File: src/rtl/trap_ctrl_pkg.sv
// trap_ctrl_pkg: CSR addresses and mcause constants shared by the trap sequencer files.
package trap_ctrl_pkg;

    localparam logic [11:0] CSR_MSTATUS = 12'h300;
    localparam logic [11:0] CSR_MTVEC   = 12'h305;
    localparam logic [11:0] CSR_MEPC    = 12'h341;
    localparam logic [11:0] CSR_MCAUSE  = 12'h342;

    localparam logic [31:0] TRAP_CAUSE_EXT     = 32'h8000_000B;
    localparam logic [31:0] TRAP_CAUSE_SOFT    = 32'h8000_0003;
    localparam logic [31:0] TRAP_CAUSE_TIMER   = 32'h8000_0007;
    localparam logic [31:0] TRAP_CAUSE_ECALL   = 32'h0000_000B;
    localparam logic [31:0] TRAP_CAUSE_EBREAK  = 32'h0000_0003;
    localparam logic [31:0] TRAP_CAUSE_ILLEGAL = 32'h0000_0002;

endpackage

File: src/rtl/trap_prio.sv
// trap_prio: combinational priority encoder selecting which trap/mret to accept.
//  Inputs : valid_i (ID/EX valid), illegal_i/ebreak_i/ecall_i (exceptions), mret_i,
//           ext_i/soft_i/tcmp_i (masked irqs), mie_i (mstatus.MIE)
//  Outputs: take_o (something is accepted), is_mret_o, is_irq_o, cause_o (mcause value)
module trap_prio
    import trap_ctrl_pkg::*;
(
    input  logic        valid_i,
    input  logic        illegal_i,
    input  logic        ebreak_i,
    input  logic        ecall_i,
    input  logic        mret_i,
    input  logic        ext_i,
    input  logic        soft_i,
    input  logic        tcmp_i,
    input  logic        mie_i,
    output logic        take_o,
    output logic        is_mret_o,
    output logic        is_irq_o,
    output logic [31:0] cause_o
);

    logic exc;
    logic irq;

    assign exc       = valid_i & (illegal_i | ebreak_i | ecall_i);
    assign irq       = valid_i & mie_i & (ext_i | soft_i | tcmp_i);
    assign is_mret_o = valid_i & mret_i & ~exc;
    assign is_irq_o  = irq & ~exc & ~(valid_i & mret_i);
    assign take_o    = exc | is_mret_o | is_irq_o;
    // Exception causes are checked first, so the irq branches are only reached when no exception is set.
    assign cause_o   = illegal_i ? TRAP_CAUSE_ILLEGAL :
                       ebreak_i  ? TRAP_CAUSE_EBREAK  :
                       ecall_i   ? TRAP_CAUSE_ECALL   :
                       ext_i     ? TRAP_CAUSE_EXT     :
                       soft_i    ? TRAP_CAUSE_SOFT    : TRAP_CAUSE_TIMER;

endmodule

File: src/rtl/trap_ctrl.sv
// trap_ctrl: trap sequencer saving/restoring mepc/mcause/mstatus and redirecting the pipeline.
//  Optional feature: TRAP_VECTORED_EN enables vectored mtvec mode for interrupts.
//  Ports:
//   clk, rst_n (async, active-low)
//   ex_trap_i/tcmp_trap_i/soft_trap_i : masked irq levels; mstatus_mie_i : global enable
//   mepc_i : current mepc; inst_valid_i/inst_pc_i : ID/EX instruction
//   ecall_i/ebreak_i/illegal_i/mret_i : decoded events qualified by inst_valid_i
//   trap_csr_we_o/addr_o/wdata_o, trap_csr_rdata_i : CSR trap channel (same-cycle read)
//   hold_o : pipeline stall; jump_o/jump_addr_o : one-cycle redirect
module trap_ctrl
    import trap_ctrl_pkg::*;
#(
    parameter logic [31:0] RST_PC = 32'h0
)
(
    input  logic        clk,
    input  logic        rst_n,
    input  logic        ex_trap_i,
    input  logic        tcmp_trap_i,
    input  logic        soft_trap_i,
    input  logic        mstatus_mie_i,
    input  logic [31:0] mepc_i,
    input  logic        inst_valid_i,
    input  logic [31:0] inst_pc_i,
    input  logic        ecall_i,
    input  logic        ebreak_i,
    input  logic        illegal_i,
    input  logic        mret_i,
    output logic        trap_csr_we_o,
    output logic [11:0] trap_csr_addr_o,
    output logic [31:0] trap_csr_wdata_o,
    input  logic [31:0] trap_csr_rdata_i,
    output logic        hold_o,
    output logic        jump_o,
    output logic [31:0] jump_addr_o
);

    localparam logic [2:0] IDLE     = 3'd0;
    localparam logic [2:0] S_MEPC   = 3'd1;
    localparam logic [2:0] S_MCAUSE = 3'd2;
    localparam logic [2:0] S_MSTAT  = 3'd3;
    localparam logic [2:0] S_JUMP   = 3'd4;
    localparam logic [2:0] S_MRET   = 3'd5;

`ifdef TRAP_VECTORED_EN
    localparam bit VEC_EN = 1'b1;
`else
    localparam bit VEC_EN = 1'b0;
`endif

    logic [2:0]  state_q, state_d;
    logic [31:0] pc_q, pc_d;
    logic [31:0] cause_q, cause_d;
    logic        mret_q, mret_d;
    logic        irq_q, irq_d;
    logic        take, is_mret, is_irq;
    logic [31:0] cause;
    logic [31:0] vec_off;

    trap_prio u_prio (
        .valid_i   (inst_valid_i),
        .illegal_i (illegal_i),
        .ebreak_i  (ebreak_i),
        .ecall_i   (ecall_i),
        .mret_i    (mret_i),
        .ext_i     (ex_trap_i),
        .soft_i    (soft_trap_i),
        .tcmp_i    (tcmp_trap_i),
        .mie_i     (mstatus_mie_i),
        .take_o    (take),
        .is_mret_o (is_mret),
        .is_irq_o  (is_irq),
        .cause_o   (cause)
    );

    // Vectored offset applies only to interrupts when mtvec.MODE reads as 01.
    assign vec_off = (VEC_EN && irq_q && trap_csr_rdata_i[1:0] == 2'b01) ? {cause_q[29:0], 2'b00} : 32'd0;

    always_comb begin
        state_d          = state_q;
        pc_d             = pc_q;
        cause_d          = cause_q;
        mret_d           = mret_q;
        irq_d            = irq_q;
        trap_csr_we_o    = 1'b0;
        trap_csr_addr_o  = 12'h0;
        trap_csr_wdata_o = 32'h0;
        jump_o           = 1'b0;
        jump_addr_o      = RST_PC;
        hold_o           = 1'b1;
        case (state_q)
            IDLE: begin
                // Stall combinationally on the accept cycle so the instruction does not retire.
                hold_o = take & rst_n;
                if (take) begin
                    state_d = is_mret ? S_MRET : S_MEPC;
                    pc_d    = inst_pc_i;
                    cause_d = cause;
                    mret_d  = is_mret;
                    irq_d   = is_irq;
                end
            end
            S_MEPC: begin
                trap_csr_we_o    = 1'b1;
                trap_csr_addr_o  = CSR_MEPC;
                trap_csr_wdata_o = pc_q;
                state_d          = S_MCAUSE;
            end
            S_MCAUSE: begin
                trap_csr_we_o    = 1'b1;
                trap_csr_addr_o  = CSR_MCAUSE;
                trap_csr_wdata_o = cause_q;
                state_d          = S_MSTAT;
            end
            S_MSTAT: begin
                // MPIE <- MIE, MIE <- 0
                trap_csr_we_o    = 1'b1;
                trap_csr_addr_o  = CSR_MSTATUS;
                trap_csr_wdata_o = {trap_csr_rdata_i[31:8], trap_csr_rdata_i[3], trap_csr_rdata_i[6:4],
                                    1'b0, trap_csr_rdata_i[2:0]};
                state_d          = S_JUMP;
            end
            S_MRET: begin
                // MIE <- MPIE, MPIE <- 1
                trap_csr_we_o    = 1'b1;
                trap_csr_addr_o  = CSR_MSTATUS;
                trap_csr_wdata_o = {trap_csr_rdata_i[31:8], 1'b1, trap_csr_rdata_i[6:4],
                                    trap_csr_rdata_i[7], trap_csr_rdata_i[2:0]};
                state_d          = S_JUMP;
            end
            S_JUMP: begin
                trap_csr_addr_o = CSR_MTVEC;
                jump_o          = 1'b1;
                jump_addr_o     = mret_q ? mepc_i : {trap_csr_rdata_i[31:2], 2'b00} + vec_off;
                state_d         = IDLE;
            end
            default: state_d = IDLE;
        endcase
    end

    always_ff @(posedge clk or negedge rst_n) begin
        if (!rst_n) begin
            state_q <= IDLE;
            pc_q    <= 32'h0;
            cause_q <= 32'h0;
            mret_q  <= 1'b0;
            irq_q   <= 1'b0;
        end else begin
            state_q <= state_d;
            pc_q    <= pc_d;
            cause_q <= cause_d;
            mret_q  <= mret_d;
            irq_q   <= irq_d;
        end
    end

endmodule

File: config.mk
export PLATFORM = sky130hd
export DESIGN_NAME = trap_ctrl
export DESIGN_NICKNAME = d
export VERILOG_FILES = /design/src/rtl/trap_ctrl_pkg.sv /design/src/rtl/trap_prio.sv /design/src/rtl/trap_ctrl.sv
export SDC_FILE = /design/constraint.sdc
export NUM_CORES = 1
export LEC_CHECK = 0
export BUFFER_PORTS_ARGS = -buffer_cell sky130_fd_sc_hd__buf_2
export CAP_MARGIN = 20
export CORE_MARGIN = 2
export CORE_UTILIZATION = 40
export CTS_CLUSTER_SIZE = 25
export DETAILED_ROUTE_END_ITERATION = 10
export PLACE_DENSITY = 0.79
export REMOVE_ABC_BUFFERS = 1
export SETUP_SLACK_MARGIN = 0.2
export SLEW_MARGIN = 20
export SYNTH_ARGS = -nofsm -noshare
export SYNTH_HDL_FRONTEND = slang
export SYNTH_SLANG_ARGS = --single-unit
File: constraint.sdc
create_clock -name clk -period 2.2 [get_ports clk]
set_input_delay 0.22 -clock clk [delete_from_list [all_inputs] [get_ports clk]]
set_output_delay 0.22 -clock clk [all_outputs]
set_load 0.01 [all_outputs]
==> Yosys cells after proc, flatten, opt, wreduce, memory -nomap -nowiden <==
Index checks and enable logic that the tools add are counted.
W data, S select, Z words.
{ "totals": {"in_bits": 107, "output_inout_bits": 79, "register_bits": 68} }
{ "classes": {"n_eq_ne": 6, "bitwise_logic": 16, "n_mux": 15, "reduce_logical": 4} }
{ "op_table": {"columns": ["operator", "n"], "rows": [
  ["$mux W32", 6],
  ["$pmux W32 S4", 1],
  ["$pmux W10 S4", 1],
  ["$pmux W3 S4", 1],
  ["$mux W3", 3],
  ["$and A1 B1 Y1", 8],
  ["$eq A3 B2 Y1 const B", 2],
  ["$eq A3 B3 Y1 const B", 2],
  ["$or A1 B1 Y1", 6],
  ["$reduce_or A4 Y1", 1],
  ["$eq A3 B1 Y1 const B", 1],
  ["$logic_not A3 Y1", 1],
  ["$mux W1", 3],
  ["$ne A2 B2 Y1 const B", 1],
  ["$not A1 Y1", 2],
  ["$reduce_and A2 Y1", 1],
  ["$reduce_or A2 Y1", 1]
]} }

==> Depth between registers and ports, before layout <==
Gate-level depths: netlist (run 1).
{ "logic_depth": {"ltp_word": 9, "mapped_depth": 6} }

==> Modules after synthesis <==
From an unflattened synthesis (run 1), not the netlist that was laid out.
{ "hier_totals": {"cells_unflattened": 439, "area_unflattened_um2": 4842.1} }
{ "by_module_without_submodules": {"columns": ["module", "cells_each", "seq_area_each_um2", "instances", "area_per_inst_um2"], "rows": [
  ["trap_ctrl", 398, 1701.6, 1, 4539.4],
  ["trap_prio", 41, 0.0, 1, 302.8]
]} }

==> Worst setup path after synthesis (run 1) <==
Ideal clock, no wire load.
{ "synth_path": {"kind": "reg2reg", "from": "register state_q[1]", "to": "register pc_q[25]", "t_required_ps": 2075, "slack_ps": 211, "stages_incl_launch_ff": 7, "t_arrival_ps": 1864, "period_less_slack_ps": 1989, "path_cell_list": "dfrtp_1 > buf_6 > or4b_1 > buf_2 > a21oi_4 > buf_6 > mux2_2"} }
{ "synth_between": {"elab_chain_cells": 2} }
{ "synth_rtl": {"columns": ["item", "line_no", "text"], "rows": [
  ["from (decl)", "trap_ctrl.sv:51", "logic [2:0] state_q, state_d;"],
  ["from (signal assigned)", "trap_ctrl.sv:149", "state_q <= state_d;"],
  ["$logic_not A3 Y1", "trap_ctrl.sv:91", "case (state_q)"],
  ["$reduce_and A2 Y1 (no line)", null, null],
  ["to (signal assigned)", "trap_ctrl.sv:150", "pc_q <= pc_d;"],
  ["to (decl)", "trap_ctrl.sv:52", "logic [31:0] pc_q, pc_d;"]
]} }
Every way passes these cells.
A chain may end at the register's enable or synchronous reset.

==> Worst setup path in the final report (run 1) <==
{ "layout_path": {"from": "register state_q[1]", "to": "register pc_q[12]"} }
Same word-level chain as after synthesis.

==> run_results.csv, run 1 <==
group,metric,value,unit
clock_network,cts_root_buf,"clkbuf_8",
setup_path,cp-startpoint,"state_q[1]$_DFFE_PN0P_",
global_route,grt_overflow_total,0,
setup_path,maximum_fanout_encountered_on_the_critical_timing_path,21,
global_route,grt_max_degree,42,
logic_synthesis,dominantRegCellSynth,"dfrtp_1",
logic_synthesis,post_synth_most_frequent_cells,"41 x dfrtp_1, 37 x nor2_1, 34 x mux2_2, 31 x mux2i_1, 26 x a22o_1",
floorplanning,num_rows,29,
logic_synthesis,yosysTopAreaCellShare,38.4,%
logic_synthesis,synth_cell_types,39,
status,outcome,"finished with violations",
sta,finalWorstPathRequiredPeriod,1.98,ns
floorplanning,initial_utilization,41.7,%
logic_synthesis,synth_area_per_cell,10.3,sq um
placed_design,placed_cells_incl_taps,506,
setup_path,timing.critical_path.arrival,2.15,ns
sta,worst_hold_slack,0.00963,ns
global_route,grt_pass1_wl,11500,um
logic_synthesis,synth.yosys.seq_area_share,38.4,%
sta,grt_setup_unrepaired,"true",
logic_synthesis,synth.area.top_cells,"dfrtp_1 38%, mux2_2 14%, mux2i_1 12%, a22o_1 8.5%, nor2_1 5.2%",
setup_path,worst-setup-path-type,"reg2reg",
drt,wire_length_after_detailed_routing,7780,um
drt,ant_nets_after_route,0,
logic_synthesis,synth_warnings,0,
cells_and_area,layout.core_utilization,59.3,%
clock_network,cts_buffers,5,
clock_network,max-clock-path-buffers,2,
drt,routed_via_density,5.27,
sta,worst-slew-pin-transition,0.645,ns
global_route,antenna_violations_before_repair,0,
worst_hold_path,timing.hold.worst.class,"in2async",
power,power_density,1310,nW/um^2
floorplanning,io-pin-count,186,
setup_path,r2r_slack,0.22,ns
floorplanning,fp.dieArea,7360,sq um
sta,final_max_slew_viol_count,0,
setup_path,critPathLaunchType,"flip-flop",
logic_synthesis,synth_top_cell_by_area,"dfrtp_1",
logic_synthesis,ys_async_sr_fraction,100,%
setup_path,worst-endpoint-required,2.37,ns
floorplanning,die-width,85.8,um
cells_and_area,antenna_cells_inserted,0,
drt,routedWlPerCell,15.1,um
placed_design,gp_congestion,0.904,
setup_path,reg2reg_depth,4,
placed_design,hpwl,5910,um
logic_synthesis,syn_area,2680,sq um
clock_network,htree_num_levels,2,
drt,remaining_drc_errors,15,
floorplanning,core_area,6420,sq um
setup_path,r2r-end,"pc_q[12]$_DFFE_PN0P_",
sta,timing.max_slew.rel_slack,56.4,%
sta,max_freq,504,MHz
sta,fin_worst_skew,0.0124,ns
cells_and_area,final_cells,514,
sta,post-route-period-util,90.2,%
clock_network,insertion_delay,0.29,ns
logic_synthesis,synth_enable_flop_cells,0,
drt,dr.first_iter.drc_count,72,
drt,dr_total_vias,2709,
status,violated_checks,"design-rule violations",
cells_and_area,post_route_cells_drive_above_1_share,55.6,%
power,worst_ir_drop_vdd,659,uV
setup_path,critPathCaptureType,"flip-flop",
sta,setup_viol_count_final,0,
floorplanning,die-height,85.8,um
global_route,globalRouteTotalUtil,19.8,%
setup_path,regToRegStartpoint,"state_q[1]$_DFFE_PN0P_",
clock_network,clock-sinks,41,
logic_synthesis,yosys.cell_count.top_type,"dfrtp_1",
power,power.leakage,1.96,nW
job,total_of_max_cap_violations,0,
sta,final_hold_viol_count,0,
placed_design,buffer_ports.inserted,179,
global_route,via_count_of_the_first_global_routing_pass,2477,
clock_network,clk_transition_reported_paths,0.08,ns
cells_and_area,areaGrowthSynthToFinish,42.4,%
clock_network,cts_tree,"built",
logic_synthesis,yosys_register_bits,41,
logic_synthesis,post_synth_inst_count,259,
cells_and_area,fin_nets,543,
drt,detail_route.first_pass.iterations,9,
==> cell usage in the layout (no fill, tap or decap), types with 2 or more instances in the layout <==
master and n:
a21oi_1 8, a22o_1 26, a22oi_1 4, a2bb2oi_1 3
and2_1 3, and3_1 2, buf_12 3, buf_2 179
buf_4 8, buf_6 2, clkbuf_8 6, conb_1 6
dfrtp_1 40, inv_1 6, mux2_2 34, mux2_4 2
mux2i_1 31, nand2_1 3, nand2b_1 3, nor2_1 36
nor3_1 3, o21ai_0 2, o2bb2ai_1 5
==> metal layers <==
layer  wire length (um)  track usage (%)  up-vias
met3                637             4.04       10
met4                 87             5.92        0
met5                  0                0        -
met2               4060             36.1      134
met1               3000             23.3     1276
li1                   -                -     1289
==> how the worst max path moves through the flow <==
| stage | end | slack [ns] | cells past startpoint |
|---|---|---|---|
| final | pc_q[12]$_DFFE_PN0P_ | 0.22 | 4 |
| after global routing | trap_csr_wdata_o[8] | 0.16 | 6 |
| after CTS | trap_csr_wdata_o[4] | 0.19 | 6 |
| after detailed placement | pc_q[25]$_DFFE_PN0P_ | 0.19 | 4 |
| after global placement | pc_q[13]$_DFFE_PN0P_ | 0.24 | 4 |
| after floorplan | pc_q[0]$_DFFE_PN0P_ | -0.15 | 3 |
==> repair_timing <==
item                                    4_1_cts  5_1_grt
endpoints found under the setup margin       44       37
hold endpoints to repair                      0        0
resized for setup                             5        8
setup buffers                                 0        0
hold buffers                                  0        0
==> state kept, by name (all words and copies together) (netlist names) <==
name and cells:
pc_q 32, cause_q 5, state_q 3, mret_q 1
==> power by group <==
part | switching (mW) | internal [mW] | leakage, nW
registers | 0.225 | 1.12 | 0.484
clock network | 0.251 | 0.370 | 0.0585
logic | 1.49 | 1.53 | 1.41
==> cell families after synthesis <==
family / Yosys count / share of synthesized area [%]
other: 1 / 0.140
AOI/OAI and AO/OA: 55 / 16.7
xor gates and xnor gates: 2 / 0.655
muxes: 67 / 27.0
and+or+nand+nor: 59 / 10.1
buffers and inverters: 34 / 7.02
DFF: 41 / 38.4
==> worst max-delay path, stage by stage, from the launching register on <==
cell,delay (ns)
dfrtp_1,0.39
or4b_1,0.66
a21oi_4,0.19
buf_6,0.24
mux2_2,0.36
==> per-stage QoR <==
stage / cell area [sq um] / worst slack [ns] / power (mW) / setup TNS, ns
2_1_floorplan: 2530 / -0.150 / 3.13 / -4.68
3_3_place_gp: 3640 / 0.244 / 4.22 / 0
3_5_place_dp: 3640 / 0.192 / 4.30 / 0
4_1_cts: 3780 / 0.187 / 4.98 / 0
5_1_grt: 3810 / 0.163 / 5.32 / 0
6_report: 3810 / 0.216 / 4.99 / 0
==> layout make-up <==
class                   instances  area (sq um)
multi-input cells             189          1490
clock buffers                   7          86.3
clock inverters                 1          30.0
inverters                       6          22.5
flip-flops and latches         41          1030
fillers                       577          2610
repair buffers                193          1050
well taps                      77          96.3
Note: power is estimated with default switching activity, not from simulation.
==> inputs of run 2 (changes only) <==
==> constraint.sdc (replaced) <==
create_clock -name clk -period 2 [get_ports clk]
set_input_delay 0.2 -clock clk [delete_from_list [all_inputs] [get_ports clk]]
set_output_delay 0.2 -clock clk [all_outputs]
set_load 0.01 [all_outputs]
==> run 2 against run 1 <==
Compared with the run above: clock skew decreased by 0.0063 ns; worst hold slack lost 0.0031 ns; cell area rose by 9.9%; cell count up 3.7%; critical endpoint is now trap_csr_wdata_o[8]; highest routed layer unchanged; the flow still finishes with violations (design-rule violations).
==> run_results.csv, run 2 (synthesis results as in run 1) <==
group,metric,value,unit
sta,grt_setup_unrepaired,"true",
sta,worst-slew-pin-transition,0.538,ns
global_route,grt_most_used_layer,"met2",
floorplanning,fp.dieArea,7360,sq um
setup_path,r2r-end,"pc_q[24]$_DFFE_PN0P_",
drt,ant_nets_after_route,0,
placed_design,detailedPlace.worstSlack,0.165,ns
setup_path,timing.critical_path.to,"trap_csr_wdata_o[8]",
power,worst_ir_drop_vdd,881,uV
cells_and_area,final_cells,533,
placed_design,gp_congestion,0.853,
placed_design,hpwl,5920,um
global_route,routing_usage_on_met1,26.9,%
sta,fin_worst_skew,0.00605,ns
sta,setup_viol_count_final,0,
clock_network,max-clock-path-buffers,2,
clock_network,htree_num_levels,2,
placed_design,buffer_ports.inserted,179,
sta,post-route-period-util,92.8,%
setup_path,worst-endpoint-required,1.80,ns
drt,routedWlPerCell,16.3,um
setup_path,maximum_fanout_encountered_on_the_critical_timing_path,7,
power,power.leakage,2.19,nW
setup_path,critPathLaunchType,"flip-flop",
status,violated_checks,"design-rule violations",
clock_network,cts_tree,"built",
cells_and_area,fillers,560,
sta,max_freq,539,MHz
sta,finalWorstPathRequiredPeriod,1.86,ns
clock_network,insertion_delay,0.29,ns
cells_and_area,post_route_cells_drive_above_1_share,58.3,%
sta,final_hold_viol_count,0,
clock_network,cts_buffers,5,
sta,final.setup.worst_slack,0.145,ns
global_route,grt_use_met3,3.75,%
global_route,grt_pass1_wl,12600,um
global_route,antenna_violations_before_repair,0,
floorplanning,die-height,85.8,um
drt,dr_total_vias,2772,
placed_design,placed_cells_incl_taps,508,
drt,wire_length_after_detailed_routing,8670,um
drt,routed_via_density,5.20,
drt,dr.first_iter.drc_count,109,
power,power_density,1490,nW/um^2
cells_and_area,multi_input_comb_area,1630,sq um
cells_and_area,regs_by_ff_count,"pc_q (32), cause_q (5), state_q (3)",
global_route,grt_max_degree,42,
cells_and_area,final_cell_mix,"179 x buf_2, 40 x dfrtp_1, 35 x nor2_1",
setup_path,r2r_slack,0.16,ns
floorplanning,num_rows,29,
cells_and_area,largest_reg_flops,32,
status,outcome,"finished with violations",
setup_path,critPathCaptureType,"output pin",
worst_hold_path,timing.hold.worst.class,"in2async",
drt,detail_route.first_pass.iterations,11,
cells_and_area,fin_nets,562,
global_route,globalRouteTotalUtil,21.6,%
global_route,via_count_of_the_first_global_routing_pass,2616,
cells_and_area,areaGrowthSynthToFinish,56.5,%
setup_path,timing.critical_path.arrival,1.66,ns
cells_and_area,largest-register,"pc_q",
sta,final_max_slew_viol_count,0,
setup_path,reg2reg_depth,5,
sta,timing.max_slew.rel_slack,64.1,%
setup_path,cp-startpoint,"state_q[2]$_DFFE_PN0P_",
clock_network,clk_transition_reported_paths,0.08,ns
drt,remaining_drc_errors,15,
global_route,grt_overflow_total,0,
cells_and_area,layout_commonest_cell,"buf_2",
floorplanning,core_area,6420,sq um
cells_and_area,final-seq-area,1030,sq um
floorplanning,io-pin-count,186,
clock_network,cts_hold_buf,0,
floorplanning,initial_utilization,41.7,%
setup_path,regToRegStartpoint,"state_q[1]$_DFFE_PN0P_",
clock_network,cts_root_buf,"clkbuf_8",
clock_network,clock-sinks,41,
cells_and_area,antenna_cells_inserted,0,
global_route,met2_usage,38.7,%
job,total_of_max_cap_violations,0,
setup_path,worst-setup-path-type,"reg2out",
floorplanning,die-width,85.8,um
==> run 2: cell type report <==
type	count	share of cell area [%]
clock buffers	8	2.15
inverters	6	0.538
multi-input cells	189	38.8
flip-flops and latches	41	24.5
well taps	77	2.30
repair buffers	212	31.6
==> run 2: metal layers <==
layer	vias up	part of all wire (%)
met3	8	6.0
li1	1326	-
met1	1324	42
met5	-	0
met2	114	51
met4	0	0.83
==> run 2: critical path, stage by stage, from the launching register on <==
cell and delay [ns]:
dfrtp_1 0.43, buf_12 0.15, xor2_1 0.13, and2_4 0.19, buf_6 0.14, a22o_1 0.20
buf_2 0.14
==> run 2: how the worst min path moves through the flow <==
| stage | to | slack, ns | cells after the start |
|---|---|---|---|
| 2_1_floorplan | cause_q[0]$_DFFE_PN0P_ | -0.1 | 0 |
| 3_3_place_gp | pc_q[0]$_DFFE_PN0P_ | 0.33 | 2 |
| 3_5_place_dp | pc_q[0]$_DFFE_PN0P_ | 0.34 | 2 |
| 4_1_cts | pc_q[0]$_DFFE_PN0P_ | 0.02 | 2 |
| 5_1_grt | cause_q[0]$_DFFE_PN0P_ | 0.05 | 2 |
| 6_report | pc_q[0]$_DFFE_PN0P_ | 0.007 | 2 |
==> run 2: timing repair <==
item                                    CTS  global route
pin swaps                                 3             3
endpoints found under the setup margin   63            99
setup buffers                             7             3
gates resized for setup                  20            36
cloned                                    3             4
==> run 2: stage by stage <==
stage	total power [mW]	utilization (%)	TNS [ns]	hold slack (ns)	instance area [sq um]
CTS	5.72	61.0	0	0.0235	3920
global route	6.67	65.2	0	0.0519	4190
detailed placement	4.80	57.5	0	0.345	3690
global placement	4.73	57.5	0	0.333	3690
finish	6.24	65.2	0	0.00656	4190
floorplan	3.44	-	-14.66	-0.0956	2530
==> run 2: report_power, final <==
group | switching (mW) | total, mW | internal (mW)
Sequential | 0.263 | 1.50 | 1.24
Clock | 0.278 | 0.560 | 0.282
Combinational | 1.85 | 4.18 | 2.33
==> inputs of run 3 (changes only) <==
--- a/config.mk
+++ b/config.mk
@@ -5,6 +5,7 @@
 export SDC_FILE = /design/constraint.sdc
 export NUM_CORES = 1
 export LEC_CHECK = 0
+export ABC_AREA = 1
 export BUFFER_PORTS_ARGS = -buffer_cell sky130_fd_sc_hd__buf_2
 export CAP_MARGIN = 20
 export CORE_MARGIN = 2
==> run 3 against run 2 <==
Compared with the run above: the flow now finishes without violations; synthesized area rose by 1.0%; non-clock buffer count fell by 14; setup slack improved by 0.097 ns; fmax rose by 5.5%; clock-buffer cell count fell by 1; die area rose by 0.97%; cell area fell by 11%; synthesized cell count rose by 48%; worst hold slack improved by 0.025 ns; total power fell by 17%; critical path type unchanged; critical endpoint is now trap_csr_wdata_o[26]; largest power group unchanged; highest routed layer unchanged.
==> run_results.csv, run 3 <==
group,metric,value,unit
global_route,grt_use_met3,3.62,%
clock_network,cts_root_buf,"clkbuf_8",
global_route,met2_usage,41.1,%
setup_path,r2r_slack,0.36,ns
power,power_density,1390,nW/um^2
cells_and_area,fillers,624,
power,worst_ir_drop_vdd,773,uV
logic_synthesis,muxShareOfSynthArea,0,%
cells_and_area,areaGrowthSynthToFinish,38.2,%
cells_and_area,antenna_cells_inserted,0,
global_route,globalRouteTotalUtil,21.5,%
logic_synthesis,synth_top_cell_by_area,"dfrtp_1",
placed_design,gp_congestion,0.832,
logic_synthesis,synthXorXnorAreaFrac,0,%
drt,detail_route.first_pass.iterations,4,
setup_path,timing.critical_path.arrival,1.56,ns
cells_and_area,multi_input_comb_area,1390,sq um
logic_synthesis,syn_area,2700,sq um
global_route,grt_overflow_total,0,
placed_design,placed_area,3560,sq um
logic_synthesis,yosys.cell_count.top_type,"nand2_1",
global_route,routing_usage_on_met1,25.2,%
drt,dr.first_iter.drc_count,82,
logic_synthesis,synth_area_per_cell,7.04,sq um
drt,routed_via_density,5.04,
clock_network,max-clock-path-buffers,2,
global_route,grt_max_degree,42,
global_route,antenna_violations_before_repair,0,
sta,grt_setup_unrepaired,"true",
global_route,grt_most_used_layer,"met2",
clock_network,cts_tree,"built",
setup_path,regToRegStartpoint,"state_q[1]$_DFFE_PN0P_",
drt,remaining_drc_errors,0,
global_route,grt_pass1_wl,12900,um
sta,setup_viol_count_final,0,
sta,fin_worst_skew,0.00529,ns
logic_synthesis,yosysTopAreaCellShare,38.0,%
drt,dr_total_vias,3203,
sta,max_freq,569,MHz
clock_network,cts_buffers,5,
floorplanning,die-width,86.2,um
setup_path,maximum_fanout_encountered_on_the_critical_timing_path,17,
floorplanning,io-pin-count,186,
placed_design,hpwl,6360,um
logic_synthesis,synth_adder_area_share,0,%
setup_path,reg2reg_depth,8,
cells_and_area,post_route_cells_drive_above_1_share,39.9,%
cells_and_area,final-seq-area,1030,sq um
setup_path,r2r-end,"pc_q[28]$_DFFE_PN0P_",
sta,final_max_slew_viol_count,0,
sta,worst-slew-pin-transition,0.511,ns
logic_synthesis,synth.yosys.seq_area_share,38.0,%
clock_network,htree_num_levels,2,
cells_and_area,fin_area,3730,sq um
cells_and_area,regs_by_ff_count,"pc_q (32), cause_q (5), state_q (3)",
status,outcome,"finished clean",
clock_network,cts_hold_buf,0,
logic_synthesis,post_synth_inst_count,384,
cells_and_area,largest-register,"pc_q",
floorplanning,die-height,86.2,um
cells_and_area,largest_reg_flops,32,
setup_path,worst-endpoint-required,1.80,ns
logic_synthesis,synth-simple-area-share,35.0,%
global_route,via_count_of_the_first_global_routing_pass,2865,
logic_synthesis,synth_cell_types,19,
power,power.leakage,2.28,nW
clock_network,insertion_delay,0.28,ns
placed_design,buffer_ports.inserted,179,
logic_synthesis,share_of_the_synthesized_area_in_compound_gates_ao_oa_aoi_oai,14.6,%
logic_synthesis,synth_warnings,0,
drt,ant_nets_after_route,0,
clock_network,clock-sinks,41,
sta,finalWorstPathRequiredPeriod,1.76,ns
floorplanning,core_area,6460,sq um
logic_synthesis,post_synth_most_frequent_cells,"167 x nand2_1, 47 x nand3_1, 41 x dfrtp_1, 31 x a21oi_1, 26 x a22o_1",
cells_and_area,final_cells,636,
placed_design,placed_cells_incl_taps,624,
cells_and_area,fin_nets,666,
floorplanning,fp.dieArea,7430,sq um
clock_network,clk_transition_reported_paths,0.07,ns
job,total_of_max_cap_violations,0,
logic_synthesis,ys_async_sr_fraction,100,%
sta,post-route-period-util,87.9,%
logic_synthesis,synth_top_family_by_area,"simple AND/OR/NAND/NOR gates",
sta,timing.max_slew.rel_slack,66.0,%
cells_and_area,layout_commonest_cell,"buf_2",
setup_path,critPathLaunchType,"flip-flop",
logic_synthesis,synth.area.top_cells,"dfrtp_1 38%, nand2_1 23%, nand3_1 8.7%, a22o_1 8.4%, a21oi_1 5.7%",
logic_synthesis,yosys_register_bits,41,
floorplanning,num_rows,29,
drt,routedWlPerCell,13.2,um
floorplanning,initial_utilization,41.8,%
sta,final_hold_viol_count,0,
logic_synthesis,synth_enable_flop_cells,0,
setup_path,critPathCaptureType,"output pin",
logic_synthesis,dominantRegCellSynth,"dfrtp_1",
worst_hold_path,timing.hold.worst.class,"in2async",
setup_path,worst-setup-path-type,"reg2out",
cells_and_area,final_cell_mix,"179 x buf_2, 167 x nand2_1, 45 x nand3_1",
drt,wire_length_after_detailed_routing,8420,um
power,finalPower,5.19,mW
-- run 3: cell count changes in the layout (fill, tap and decap cells not counted), moves of 4 or more --
| cell | previous run | this run |
|---|---|---|
| buf_6 | 9 | 0 |
| a22oi_1 | 4 | 0 |
| nand3_1 | 1 | 45 |
| buf_4 | 13 | 17 |
| inv_1 | 6 | 11 |
| mux2_2 | 5 | 0 |
| buf_12 | 7 | 1 |
| nor2_1 | 35 | 8 |
| mux2_4 | 31 | 0 |
| a21oi_1 | 8 | 31 |
| mux2i_1 | 31 | 0 |
| o2bb2ai_1 | 5 | 0 |
| inv_2 | 0 | 5 |
| nand2_1 | 3 | 167 |
-- run 3: metal layers --
| layer | part of all wire, % | up-vias |
|---|---|---|
| met5 | 0 | - |
| met1 | 40 | 1466 |
| met4 | 1.2 | 0 |
| li1 | - | 1582 |
| met2 | 51 | 147 |
| met3 | 7.4 | 8 |
-- run 3: final cells by class --
| class | instances | share of cell area [%] |
|---|---|---|
| multi-input cells | 295 | 37.1 |
| repair buffers | 198 | 28.3 |
| flip-flops and latches | 41 | 27.6 |
| well taps | 77 | 2.58 |
| clock buffers | 7 | 2.31 |
| inverters | 18 | 2.11 |
-- run 3: power by group --
part,switching [mW],internal [mW]
sequential,0.260,1.22
clock,0.258,0.274
combinational,1.88,1.30
total,2.40,2.79
-- run 3: worst max-delay path by stage --
stage / start / end / slack, ns / cells past startpoint
finish: state_q[1]$_DFFE_PN0P_ / trap_csr_wdata_o[26] / 0.24 / 6
global route: state_q[1]$_DFFE_PN0P_ / trap_csr_wdata_o[31] / 0.17 / 7
detailed placement: state_q[0]$_DFFE_PN0P_ / trap_csr_wdata_o[26] / 0.38 / 6
global placement: state_q[0]$_DFFE_PN0P_ / trap_csr_wdata_o[26] / 0.40 / 6
floorplan: ex_trap_i / cause_q[1]$_DFFE_PN0P_ / -0.26 / 6
CTS: state_q[1]$_DFFE_PN0P_ / trap_csr_wdata_o[26] / 0.19 / 5
-- run 3: stage by stage --
step | worst slack (ns) | hold slack (ns) | utilization (%) | setup TNS (ns)
6_report | 0.241 | 0.0318 | 57.8 | 0
5_1_grt | 0.171 | 0.0660 | 57.8 | 0
4_1_cts | 0.194 | 0.0451 | 56.8 | 0
3_5_place_dp | 0.376 | 0.363 | 55.2 | 0
3_3_place_gp | 0.402 | 0.350 | 55.2 | 0
2_1_floorplan | -0.260 | -0.0956 | - | -9.75
-- run 3: timing repair --
item	4_1_cts	5_1_grt
resized for setup	6	9
buffers inserted	0	5
setup endpoints to repair	46	35
-- run 3: kinds of logic after synthesis --
| logic type | Yosys count |
|---|---|
| simple gates | 231 |
| flops | 41 |
| buf+inv | 53 |
| other cells | 1 |
| compound gates | 58 |
-- run 3: critical path, stage by stage (launching register included) --
cell and delay [ns]:
dfrtp_2 0.46, nor2_4 0.16, nand2_2 0.11, nand2_4 0.10, buf_12 0.15, a22o_1 0.16, buf_2 0.14
